==> src/rtl/i2c_bus_arbiter_pkg.sv <==
// Shared types and default timing for the I2C bus arbiter.
// Default timings assume clk at 50 MHz.
package i2c_bus_arbiter_pkg;

  typedef enum logic [1:0] {
    ST_IDLE  = 2'd0,
    ST_GRANT = 2'd1,
    ST_GUARD = 2'd2
  } arb_state_t;

  localparam int NUM_REQ_DEF        = 2;
  localparam int GUARD_CYCLES_DEF   = 250;        // 5 us, covers I2C tBUF
  localparam int TIMEOUT_CYCLES_DEF = 2_500_000;  // 50 ms

  function automatic int max_int(input int a, input int b);
    return (a > b) ? a : b;
  endfunction

  function automatic int idx_width(input int n);
    return (n > 1) ? $clog2(n) : 1;
  endfunction

endpackage

==> src/rtl/i2c_bus_arbiter_if.sv <==
// Request/grant and open-drain enable bundle between the I2C masters and the arbiter.
interface i2c_bus_arbiter_if #(
  parameter int NUM_REQ = 2
);

  logic [NUM_REQ-1:0] req;
  logic [NUM_REQ-1:0] grant;
  logic [NUM_REQ-1:0] scl_oe_in;
  logic [NUM_REQ-1:0] sda_oe_in;
  logic               scl_oe_out;
  logic               sda_oe_out;
  logic               bus_busy;
  logic               timeout_err;

  modport master (
    output req, scl_oe_in, sda_oe_in,
    input  grant, scl_oe_out, sda_oe_out, bus_busy, timeout_err
  );

  modport slave (
    input  req, scl_oe_in, sda_oe_in,
    output grant, scl_oe_out, sda_oe_out, bus_busy, timeout_err
  );

endinterface

==> src/rtl/i2c_bus_arbiter_picker.sv <==
// Round-robin priority picker: first set request at or after ptr, wrapping.
// Purely combinational; returns the winner one-hot and as an index.
module rr_priority_picker
  import i2c_bus_arbiter_pkg::*;
#(
  parameter int NUM_REQ = 2,
  parameter int IDX_W   = idx_width(NUM_REQ)
) (
  input  logic [NUM_REQ-1:0] req,
  input  logic [IDX_W-1:0]   ptr,
  output logic [NUM_REQ-1:0] winner,
  output logic [IDX_W-1:0]   win_idx
);

  logic             found;
  logic [IDX_W-1:0] cand;

  always_comb begin
    winner  = '0;
    win_idx = '0;
    found   = 1'b0;
    cand    = '0;
    for (int off = 0; off < NUM_REQ; off++) begin
      cand = IDX_W'((int'(ptr) + off) % NUM_REQ);
      if (!found && req[cand]) begin
        winner[cand] = 1'b1;
        win_idx      = cand;
        found        = 1'b1;
      end
    end
  end

endmodule

==> src/rtl/i2c_bus_arbiter.sv <==
// Shares one open-drain I2C bus between NUM_REQ masters: round-robin grant held
// until release, guard gap between owners, watchdog revoke of overlong grants.
//
// state    | meaning
// ST_IDLE  | bus free, arbitrate among unmasked requests
// ST_GRANT | one master owns the bus, watchdog counting
// ST_GUARD | bus released, hold it idle for GUARD_CYCLES
module i2c_bus_arbiter
  import i2c_bus_arbiter_pkg::*;
#(
  parameter int NUM_REQ        = NUM_REQ_DEF,
  parameter int GUARD_CYCLES   = GUARD_CYCLES_DEF,
  parameter int TIMEOUT_CYCLES = TIMEOUT_CYCLES_DEF
) (
  input logic              clk,
  input logic              reset_n,
  i2c_bus_arbiter_if.slave bus
);

  localparam int IDX_W = idx_width(NUM_REQ);
  localparam int CNT_W = $clog2(max_int(GUARD_CYCLES, TIMEOUT_CYCLES) + 1);
  localparam logic [CNT_W-1:0] GUARD_TC   = CNT_W'(GUARD_CYCLES - 1);
  localparam logic [CNT_W-1:0] TIMEOUT_TC = CNT_W'(TIMEOUT_CYCLES - 1);
  localparam logic [IDX_W-1:0] LAST_IDX   = IDX_W'(NUM_REQ - 1);

  arb_state_t         state_q, state_d;
  logic [NUM_REQ-1:0] grant_q, grant_d;
  logic [NUM_REQ-1:0] mask_q, mask_d;
  logic [CNT_W-1:0]   cnt_q, cnt_d;
  logic [IDX_W-1:0]   ptr_q, ptr_d;
  logic [IDX_W-1:0]   owner_q, owner_d;
  logic               timeout_q, timeout_d;

  logic [NUM_REQ-1:0] eligible;
  logic [NUM_REQ-1:0] winner;
  logic [IDX_W-1:0]   win_idx;

  assign eligible = bus.req & ~mask_q;

  rr_priority_picker #(
    .NUM_REQ (NUM_REQ),
    .IDX_W   (IDX_W)
  ) u_picker (
    .req     (eligible),
    .ptr     (ptr_q),
    .winner  (winner),
    .win_idx (win_idx)
  );

  always_ff @(posedge clk) begin
    if (!reset_n) begin
      state_q   <= ST_IDLE;
      grant_q   <= '0;
      mask_q    <= '0;
      cnt_q     <= '0;
      ptr_q     <= '0;
      owner_q   <= '0;
      timeout_q <= 1'b0;
    end else begin
      state_q   <= state_d;
      grant_q   <= grant_d;
      mask_q    <= mask_d;
      cnt_q     <= cnt_d;
      ptr_q     <= ptr_d;
      owner_q   <= owner_d;
      timeout_q <= timeout_d;
    end
  end

  always_comb begin
    state_d   = state_q;
    grant_d   = grant_q;
    cnt_d     = cnt_q;
    ptr_d     = ptr_q;
    owner_d   = owner_q;
    timeout_d = 1'b0;
    // A masked master is forgiven as soon as it lets go of its request.
    mask_d    = mask_q & bus.req;

    case (state_q)
      ST_IDLE: begin
        if (|eligible) begin
          grant_d = winner;
          owner_d = win_idx;
          ptr_d   = (win_idx == LAST_IDX) ? '0 : win_idx + 1'b1;
          cnt_d   = '0;
          state_d = ST_GRANT;
        end
      end

      ST_GRANT: begin
        // A release on the timeout edge wins: no error, no mask.
        if (!bus.req[owner_q]) begin
          grant_d = '0;
          cnt_d   = '0;
          state_d = ST_GUARD;
        end else if (cnt_q == TIMEOUT_TC) begin
          grant_d         = '0;
          cnt_d           = '0;
          timeout_d       = 1'b1;
          mask_d[owner_q] = 1'b1;
          state_d         = ST_GUARD;
        end else begin
          cnt_d = cnt_q + 1'b1;
        end
      end

      ST_GUARD: begin
        if (cnt_q >= GUARD_TC) begin
          cnt_d   = '0;
          state_d = ST_IDLE;
        end else begin
          cnt_d = cnt_q + 1'b1;
        end
      end

      default: begin
        grant_d = '0;
        cnt_d   = '0;
        state_d = ST_IDLE;
      end
    endcase
  end

  always_comb begin
    bus.grant       = grant_q;
    bus.scl_oe_out  = |(bus.scl_oe_in & grant_q);
    bus.sda_oe_out  = |(bus.sda_oe_in & grant_q);
    bus.bus_busy    = (state_q != ST_IDLE);
    bus.timeout_err = timeout_q;
  end

endmodule

==> src/flat_wrapper.sv <==
// flat-port wrapper written by rule: the top's interface ports become plain ports
module i2c_bus_arbiter_flat import i2c_bus_arbiter_pkg::*;
#(
  parameter int NUM_REQ        = NUM_REQ_DEF,
  parameter int GUARD_CYCLES   = GUARD_CYCLES_DEF,
  parameter int TIMEOUT_CYCLES = TIMEOUT_CYCLES_DEF
)
  (clk, reset_n, bus_req, bus_scl_oe_in, bus_sda_oe_in, bus_grant, bus_scl_oe_out, bus_sda_oe_out, bus_bus_busy, bus_timeout_err);
  i2c_bus_arbiter_if #(.NUM_REQ(NUM_REQ)) bus_i ();
  input logic clk;
  input logic reset_n;
  input wire logic [$bits(bus_i.req)-1:0] bus_req;
  input wire logic [$bits(bus_i.scl_oe_in)-1:0] bus_scl_oe_in;
  input wire logic [$bits(bus_i.sda_oe_in)-1:0] bus_sda_oe_in;
  output wire logic [$bits(bus_i.grant)-1:0] bus_grant;
  output wire logic [$bits(bus_i.scl_oe_out)-1:0] bus_scl_oe_out;
  output wire logic [$bits(bus_i.sda_oe_out)-1:0] bus_sda_oe_out;
  output wire logic [$bits(bus_i.bus_busy)-1:0] bus_bus_busy;
  output wire logic [$bits(bus_i.timeout_err)-1:0] bus_timeout_err;
  assign bus_i.req = bus_req;
  assign bus_i.scl_oe_in = bus_scl_oe_in;
  assign bus_i.sda_oe_in = bus_sda_oe_in;
  assign bus_grant = bus_i.grant;
  assign bus_scl_oe_out = bus_i.scl_oe_out;
  assign bus_sda_oe_out = bus_i.sda_oe_out;
  assign bus_bus_busy = bus_i.bus_busy;
  assign bus_timeout_err = bus_i.timeout_err;
  i2c_bus_arbiter #(.NUM_REQ(NUM_REQ), .GUARD_CYCLES(GUARD_CYCLES), .TIMEOUT_CYCLES(TIMEOUT_CYCLES)) u_core (.clk(clk), .reset_n(reset_n), .bus(bus_i));
endmodule
==> config.mk <==
export PLATFORM = sky130hd
export DESIGN_NAME = i2c_bus_arbiter_flat
export DESIGN_NICKNAME = d
export VERILOG_FILES = /design/src/rtl/i2c_bus_arbiter_pkg.sv /design/src/rtl/i2c_bus_arbiter_if.sv /design/src/rtl/i2c_bus_arbiter_picker.sv /design/src/rtl/i2c_bus_arbiter.sv /design/src/flat_wrapper.sv
export SDC_FILE = /design/constraint.sdc
export NUM_CORES = 1
export LEC_CHECK = 0
export BUFFER_PORTS_ARGS = -buffer_cell sky130_fd_sc_hd__buf_2
export CAP_MARGIN = 40
export CORE_MARGIN = 2
export CORE_UTILIZATION = 50
export DETAILED_ROUTE_END_ITERATION = 8
export HOLD_SLACK_MARGIN = 0.05
export PLACE_DENSITY = 0.75
export SYNTH_ARGS = -nofsm -noshare
export SYNTH_HDL_FRONTEND = slang
export SYNTH_SLANG_ARGS = --single-unit
==> constraint.sdc <==
create_clock -name clk -period 1.95 [get_ports clk]
set_clock_uncertainty 0.05 [all_clocks]
set_input_delay 0.0975 -clock clk [delete_from_list [all_inputs] [get_ports clk]]
set_output_delay 0.0975 -clock clk [all_outputs]
set_load 0.005 [all_outputs]
# Yosys cells after proc, flatten, opt, wreduce, memory -nomap -nowiden

Index checks and enable logic that the tools add are counted.

Register bits: 31
Input port bits: 8
Output and inout bits: 6
Word-level logic and storage cells: 81

Add/subtract/negate cells: 3
Order comparisons: 7
Eq/ne operators: 6
Muxes and demuxes: 36
Bitwise operators: 8
Reductions and logical operators: 14

Operators by type and width:

| operator                | count |
|---|---|
| $mux W22                | 4 |
| $pmux W22 S3            | 1 |
| $mux W2                 | 12 |
| $add A22 B1 Y22 const B | 1 |
| $eq A22 B22 Y1 const B  | 1 |
| $ge A22 B8 Y1 const B   | 1 |
| $mux W1                 | 14 |
| $pmux W2 S3             | 2 |
| $reduce_and A3 Y1       | 3 |
| $and A2 B2 Y2           | 4 |
| $lt A1 B2 Y1 const B    | 3 |
| $reduce_or A2 Y1        | 3 |
| $logic_and A1 B1 Y1     | 4 |
| $ne A2 B1 Y1 const B    | 2 |
| $or A2 B2 Y2            | 2 |
| $demux W1 S1            | 3 |
| $ge A1 B1 Y1 const B    | 3 |
| $ne A3 B3 Y1 const B    | 1 |
| $add A1 B1 Y1 const B   | 2 |
| $eq A2 B1 Y1 const B    | 1 |
| $eq A2 B2 Y1 const B    | 1 |
| $logic_not A2 Y1        | 1 |
| $not A2 Y2              | 1 |
| $reduce_and A2 Y1       | 1 |
| 3 further kinds         | 3 |

# Longest topological paths before layout

Gate-level depths: netlist of run 1.

Depth after elaboration: 10
Depth in mapped cells: 8

# Cells and area by module

Synthesis of run 1 repeated with hierarchy kept, for this count alone.

Cell total of the unflattened synthesis: 183
Area total of the unflattened synthesis: 1592.8 um^2

Modules (own cells, without submodules):

| module             | times used | cells an instance | area an instance (um^2) |
|---|---|---|---|
| i2c_bus_arbiter    | 1          | 179               | 1562.7 |
| rr_priority_picker | 1          | 4                 | 30.0 |

# Worst setup path after synthesis of run 1

Ideal clock, no wire load.

Path type: reg2reg
From: register u_core.cnt_q[10]
To: register u_core.cnt_q[5]
Setup time: 115 ps
Arrival time: 1927 ps
Data required time: 1785 ps
Path slack: -142 ps
Cell stages (with the launch flop): 8
Path buffers: 2
Cells stage by stage: dfxtp_1 > buf_4 > nand4b_1 > or4_4 > o311a_4 > o31ai_4 > buf_6 > nor2_1

Cells in the longest elaborated chain, start to end: 4
Elaborated cells on any way between the ends: 6
Those cells by class: order compare: 1; eq/ne: 1; mux: 4

Ends and longest elaborated chain:

| what                                                  | RTL line              | text |
|---|---|---|
| start, declared                                       | i2c_bus_arbiter.sv:29 | `logic [CNT_W-1:0] cnt_q, cnt_d;` |
| start signal, assigned                                | i2c_bus_arbiter.sv:63 | `cnt_q <= cnt_d;` |
| branches (longest 3 deep; another with $ge A22 B8 Y1) | -                     |  |
| $pmux W22 S3 (*)                                      | i2c_bus_arbiter.sv:80 | `case (state_q)` |

Every way passes the cells marked *.
A chain may end at the register's enable or synchronous reset.

# Worst setup path in the final report of run 1

From: register u_core.cnt_q[5]
To: register u_core.cnt_q[6]

Cells in the longest elaborated chain, start to end: 4
Elaborated cells on any way between the ends: 7
Those cells by class: add/sub: 1; order compare: 1; eq/ne: 1; mux: 4

Ends and longest elaborated chain:

| what                                                     | RTL line                                                              | text |
|---|---|---|
| $add A22 B1 Y22 / $eq A22 B22 Y1 (equally long branches) | i2c_bus_arbiter.sv:104, i2c_bus_arbiter.sv:113, i2c_bus_arbiter.sv:97 |  |
| $mux W22                                                 | i2c_bus_arbiter.sv:97                                                 | `end else if (cnt_q == TIMEOUT_TC) begin` |
| $mux W22                                                 | i2c_bus_arbiter.sv:93                                                 | `if (!bus.req[owner_q]) begin` |
| $pmux W22 S3 (*)                                         | i2c_bus_arbiter.sv:80                                                 |  |

Mark *: on every way between the ends. The rest lies on a longest branch, timed or not.

==> flow_metrics.tcl, run 1 <==
set metrics [dict create \
    synth_edf_count 0 \
    ctsLongestPathBuffers 2 \
    pwr-share-comb 0.286 \
    final_core_util 0.6712 \
    synth_area_leaders "sky130_fd_sc_hd__dfxtp_1, sky130_fd_sc_hd__xor2_1, sky130_fd_sc_hd__ha_1" \
    die_w_um 62.02 \
    post_synth_xor_area_fraction 0.09368 \
    drc 0 \
    drt_pass1_iterations 4 \
    yosys.area_share.simple 0.2914 \
    setup_tns_final_ns 0 \
    leading_cell_type_in_the_layout_fill_and_taps_excluded "sky130_fd_sc_hd__buf_4" \
    syn_area_sq_um 1683 \
    slew_margin_rel 0.7312 \
    initial_core_util 0.5124 \
    insertion_delay_ns 0.35 \
    coreArea_sq_um 3284 \
    dominant_combinational_cell_family_by_area_after_synthesis "simple AND/OR/NAND/NOR gates" \
    std_cell_rows 21 \
    detailed_place_hpwl_um 2718 \
    report.final.hold_viol_count 0 \
    reg2reg_depth 6 \
    grt_remaining_overflow 0 \
    min_path_type "in -> reg" \
    yosysSeqAreaShare 0.3688 \
    yosys_most_used_dff "sky130_fd_sc_hd__dfxtp_1" \
    period_utilization 0.9998 \
    share_clk_of_total_power 0.311 \
    yosysTopAreaCell "sky130_fd_sc_hd__dfxtp_1" \
    netSwitchingFraction 0.2951 \
    hold_end "u_core.mask_q[1]" \
    timing.setup.critical_path_class "reg -> reg" \
    power_frac_seq 0.403 \
    reg2reg_from "u_core.cnt_q[5]" \
    whs_path_depth 3 \
    start_kind "flop" \
    hold_slack_ns 0.06784 \
    internal_cell_power_w 0.001221 \
    grt_start_max_net_pins 17 \
    drive_gt1_frac 0.3402 \
    mappedNetlistNets 203 \
    dieHeight_um 62.02 \
    critical_path_arrival_ns 2.14 \
    totalPowerFinal_w 0.001733 \
    layout.cells.most_common_list "sky130_fd_sc_hd__buf_4, sky130_fd_sc_hd__dfxtp_1, sky130_fd_sc_hd__nor2_1" \
    post_synth_mux_area_share 0.005948 \
    power_switching_w 0.0005113 \
    routed_via_density 5.436 \
    place.port_buffers 13 \
    worstSetupEndpointType "flop" \
    irDropWorstVdd_mv 0.7758 \
    synth.lib_cells_used.distinct 52 \
    worstSetupStartpoint "u_core.cnt_q[5]" \
    io-pin-count 14 \
    finalWirelength_um 3774 \
    outcome "complete, no violations" \
    finalCriticalPeriod_ns 1.950 \
    rsz0062_at_grt "true" \
    cts.clk_slew.worst_paths_ns 0.10 \
    timing.fmax_mhz 512.9 \
    clock_sinks 31 \
    total_number_of_vias 1560 \
    post_synth.cell_area_avg_sq_um 8.904 \
    cts_tree "yes" \
    numCtsBuffers 5 \
    report.final.slew_viol_count 0 \
    synth_compound_area_frac 0.1636 \
    nNetsFinal 254 \
    yosysWarnings 0 \
    grt_use_total 0.2284 \
    fp.dieArea_sq_um 3846 \
    grt_pass1_vias 1436 \
    areaGrowthSynthToFinish_pct 31.00 \
    asyncSetResetFlopFracSynth 0 \
    timing.rr.end "u_core.cnt_q[6]" \
    cp.required_ns 2.14 \
    report.final.setup_viol 0 \
    insertedDiodeCount 0 \
    post_synth_fa_ha_maj_area_fraction 0.04461 \
    routabilityCongestion 0.7995 \
    ant_nets 0 \
    first_iter_violations 112 \
    leakagePower_nw 0.9158 \
    clockRootBuffer "sky130_fd_sc_hd__clkbuf_4" \
    routed_wire_length_per_instance_um 13.15 \
    netlist_instances 189 \
    cts_max_level 2 \
    max_cap_viol_count 0 \
    antenna_found_initial 0 \
    ys_ff_latch 31 \
    timing.hold.worst.start "reset_n" \
    power_density_nw_per_um2 785.9 \
    first_pass_grt_wire_length_um 6306 \
    cp_max_fo 12 \
    netlist.area_leader.share 0.3688 \
    timing.reg2reg.setup_slack_ns 0.0004 \
    tightest_slew_ns 0.4033 \
]
cell usage after synthesis, drive strengths merged, types with 2 or more instances:
cell type	count
dfxtp	31
nor2	21
nand2	16
xor2	16
nand3	14
nand4	7
a21boi	6
and3	6
ha	6
nor3	6
inv	5
clkbuf	4
nor2b	3
nor4b	3
o211ai	3
o21ai	3
o31ai	3
a21oi	2
a22o	2
a31oi	2
buf	2
nand4b	2
nor4	2
o22ai	2
o31a	2
xnor2	2
routing by layer:
layer	part of all wire	global-route usage	up-vias
li1	-	-	788
met1	0.46	0.2900	743
met2	0.49	0.3601	22
met3	0.024	0.03727	7
met4	0.023	0.1398	0
met5	0	0	-
how the worst max path moves through the flow:
| stage | to | cells after the start | slack, ns |
|---|---|---|---|
| finish | u_core.cnt_q[6] | 6 | 0.0004 |
| global route | u_core.bus.grant[0] | 5 | -0.10 |
| CTS | u_core.bus.grant[0] | 5 | -0.02 |
| detailed placement | u_core.cnt_q[17] | 6 | -0.05 |
| global placement | u_core.cnt_q[17] | 6 | -0.02 |
| floorplan | u_core.cnt_q[5] | 6 | -0.14 |
area by class of cell:
| cell class | count | area [sq um] |
|---|---|---|
| Timing Repair Buffer | 50 | 364.1 |
| Clock inverter | 2 | 35.03 |
| Inverter | 5 | 18.77 |
| Sequential cell | 31 | 629.4 |
| Multi-Input combinational cell | 147 | 1049 |
| Tap cell | 46 | 57.56 |
| Clock buffer | 6 | 51.30 |
| Fill cell | 277 | 1080 |
per-stage QoR:
| step | instances | cell area (sq um) | worst slack, ns |
|---|---|---|---|
| detailed placement | 274 | 2028 | -0.05341 |
| CTS | 285 | 2157 | -0.01877 |
| floorplan | 189 | 1692 | -0.1363 |
| global route | 287 | 2205 | -0.1021 |
| global placement | 274 | 2028 | -0.01990 |
| finish | 287 | 2205 | 0.0004410 |
flip-flops by register name, summed over array words and instances, names as in the netlist:
register,flops
u_core.bus.grant,2
u_core.bus.timeout_err,1
u_core.cnt_q,22
u_core.mask_q,2
u_core.owner_q,1
u_core.ptr_q,1
u_core.state_q,2
logic make-up after synthesis:
group | count (synthesis)
xor gates and xnor gates | 18
adders and majority gates | 6
buffers and inverters | 11
muxes | 1
and+or+nand+nor | 90
DFF | 31
AOI/OAI and AO/OA | 32
worst max-delay path: stages (launching register included):
cell                       delay [ns]
sky130_fd_sc_hd__dfxtp_2         0.33
sky130_fd_sc_hd__nand4b_1        0.15
sky130_fd_sc_hd__or4_4           0.44
sky130_fd_sc_hd__o311a_4         0.39
sky130_fd_sc_hd__o31ai_4         0.25
sky130_fd_sc_hd__buf_12          0.17
sky130_fd_sc_hd__nor2_1          0.04
power groups by stage:
| stage | sequential (W) | combinational, W | clock, W |
|---|---|---|---|
| finish | 0.000699 | 0.000496 | 0.000538 |
| global route | 0.000705 | 0.000544 | 0.000582 |
| detailed placement | 0.000713 | 0.000451 | 0 |
| floorplan | 0.000709 | 0.000275 | 0 |
| CTS | 0.000698 | 0.000471 | 0.000555 |
| global placement | 0.000711 | 0.000444 | 0 |
repair_timing:
action | in CTS | in global routing
buffers inserted | 1 | 2
pin swaps | 1 | 8
endpoints found under the setup margin | 19 | 26
hold endpoints to repair | 2 | 0
cloned | 0 | 0
resized for setup | 3 | 13
hold buffers | 2 | 0
(Power assumes the default switching activity.)
==> run 2, diff against run 1 <==
Settings changed: MAX_ROUTING_LAYER from default to met4.
==> run 2 against run 1 <==
Net effect: worst hold slack worse by 0.0044 ns; combinational power about the same; largest power group unchanged; utilization unchanged; sequential power about the same; via count barely moved; critical endpoint unchanged; critical path type unchanged; wire length is essentially flat.
==> flow_metrics.tcl, run 2 (synthesis gave the netlist of run 1 again) <==
set metrics [dict create \
    placedCellCount 274 \
    nNetsFinal 254 \
    critical_path.max_stage_delay_ns 0.44 \
    layout.cells.most_common_list "sky130_fd_sc_hd__buf_4, sky130_fd_sc_hd__dfxtp_1, sky130_fd_sc_hd__nor2_1" \
    grt_remaining_overflow 0 \
    cts_max_level 2 \
    die_w_um 62.02 \
    timing.critical_path.cells "nand4b_1 -> or4_4 -> o311a_4 -> o31ai_4 -> buf_12 -> nor2_1" \
    min_path_type "in -> reg" \
    numCtsBuffers 5 \
    report.final.slew_viol_count 0 \
    worstSetupEndpointType "flop" \
    routabilityCongestion 0.8111 \
    antenna_found_initial 0 \
    seq_area_sq_um 629.4 \
    irDropWorstVdd_mv 0.7771 \
    report.final.setup_viol 0 \
    cts_tree "yes" \
    coreArea_sq_um 3284 \
    total_number_of_vias 1561 \
    critical_path_arrival_ns 2.14 \
    drc 0 \
    start_kind "flop" \
    place.port_buffers 13 \
    timing.reg2reg.setup_slack_ns 0.002 \
    finalWirelength_um 3776 \
    dieHeight_um 62.02 \
    flip_flop_count_of_the_largest_register_after_layout 22 \
    first_iter_violations 97 \
    detailed_place_hpwl_um 2718 \
    std_cell_rows 21 \
    cp.required_ns 2.14 \
    tightest_slew_ns 0.4035 \
    finalCriticalPeriod_ns 1.948 \
    post-route-cell-area_sq_um 2205 \
    timing.setup.critical_path_class "reg -> reg" \
    max_flop_register "u_core.cnt_q" \
    period_utilization 0.9987 \
    slew_margin_rel 0.7310 \
    routed_wire_length_per_instance_um 13.16 \
    grt_start_max_net_pins 17 \
    timing.fmax_mhz 513.5 \
    stdcell_count 287 \
    leading_cell_type_in_the_layout_fill_and_taps_excluded "sky130_fd_sc_hd__buf_4" \
    dpl_cell_area_sq_um 2028 \
    initial_core_util 0.5124 \
    clock_sinks 31 \
    drt_pass1_iterations 4 \
    clockRootBuffer "sky130_fd_sc_hd__clkbuf_4" \
    ant_nets 0 \
    max_cap_viol_count 0 \
    report.final.hold_viol_count 0 \
    drive_gt1_frac 0.3402 \
    outcome "complete, no violations" \
    postLayoutSetupSlackWorst_ns 0.002485 \
    multiInputGateArea_sq_um 1049 \
    cts.clk_slew.worst_paths_ns 0.10 \
    cp_max_fo 12 \
    grt_pass1_vias 1440 \
    insertion_delay_ns 0.35 \
    cpMaxStageDelayCell "sky130_fd_sc_hd__or4_4" \
    areaGrowthSynthToFinish_pct 31.00 \
    routed_via_density 5.439 \
    place_worst_setup_slack_ns -0.05341 \
    leakagePower_nw 0.9158 \
    first_pass_grt_wire_length_um 6299 \
    num-fill-cells 277 \
    rsz0062_at_grt "true" \
    fp.dieArea_sq_um 3846 \
    power_density_nw_per_um2 785.9 \
    io-pin-count 14 \
    grt_use_total 0.2350 \
    insertedDiodeCount 0 \
    ctsLongestPathBuffers 2 \
]
==> run 2: cell counts in the layout (fill, tap and decap cells not counted) <==
No cell type changed its count.
==> run 2: layer usage <==
| metal | routed length (um) | global-route usage | share of wire | vias up |
|---|---|---|---|---|
| li1 | - | - | - | 790 |
| met1 | 1725 | 0.2863 | 0.46 | 745 |
| met2 | 1851 | 0.3631 | 0.49 | 18 |
| met3 | 93 | 0.03727 | 0.025 | 8 |
| met4 | 106 | 0.1398 | 0.028 | 0 |
| met5 | 0 | - | 0 | - |
==> run 2: metrics by stage <==
| step | setup TNS, ns | utilization | total power, W | hold slack, ns |
|---|---|---|---|---|
| floorplan | -1.393 | - | 0.0009844 | 0.1667 |
| global placement | -0.08121 | 0.6175 | 0.001155 | 0.3020 |
| detailed placement | -0.5561 | 0.6175 | 0.001164 | 0.3116 |
| CTS | -0.05078 | 0.6568 | 0.001725 | 0.05187 |
| global route | -0.9463 | 0.6712 | 0.001828 | 0.05843 |
| finish | 0 | 0.6712 | 0.001733 | 0.06345 |
==> run 2: path summary, 6_finish.rpt <==
kind,from,to,cells after the start
worst max-delay path,u_core.cnt_q[5],u_core.cnt_q[6],6
worst min register to register,u_core.mask_q[0],u_core.mask_q[0],2
worst min-delay path,reset_n,u_core.mask_q[1],3
worst max register to register,u_core.cnt_q[5],u_core.cnt_q[6],6
==> run 2: critical path, delay by kind of cell (launching register included) <==
| family | cells | cell delay, ns |
|---|---|---|
| AND/OR/NAND/NOR | 3 | 0.64 |
| flip-flops | 1 | 0.33 |
| buffers and inverters | 1 | 0.17 |
| AO/OA/AOI/OAI | 2 | 0.64 |
==> run 2: report_power, final <==
group          internal [W]  switching [W]  leakage [nW]  total (W)
Combinational      0.000249       0.000246         0.613   0.000495
Sequential         0.000670      0.0000299         0.254   0.000700
Clock              0.000303       0.000235        0.0482   0.000538
==> run 2: final cells by class <==
cell class	count	share of cell area
repair buffers	50	0.1652
inverters	5	0.008513
well taps	46	0.02611
flip-flops and latches	31	0.2855
multi-input cells	147	0.4756
clock inverters	2	0.01589
clock buffers	6	0.02327
==> run 2: repair_timing <==
action	CTS	global route
pin swaps	1	8
resized for setup	3	13
hold buffers	2	0
setup buffers	1	2
endpoints found under the setup margin	19	26
endpoints found under the hold margin	2	0
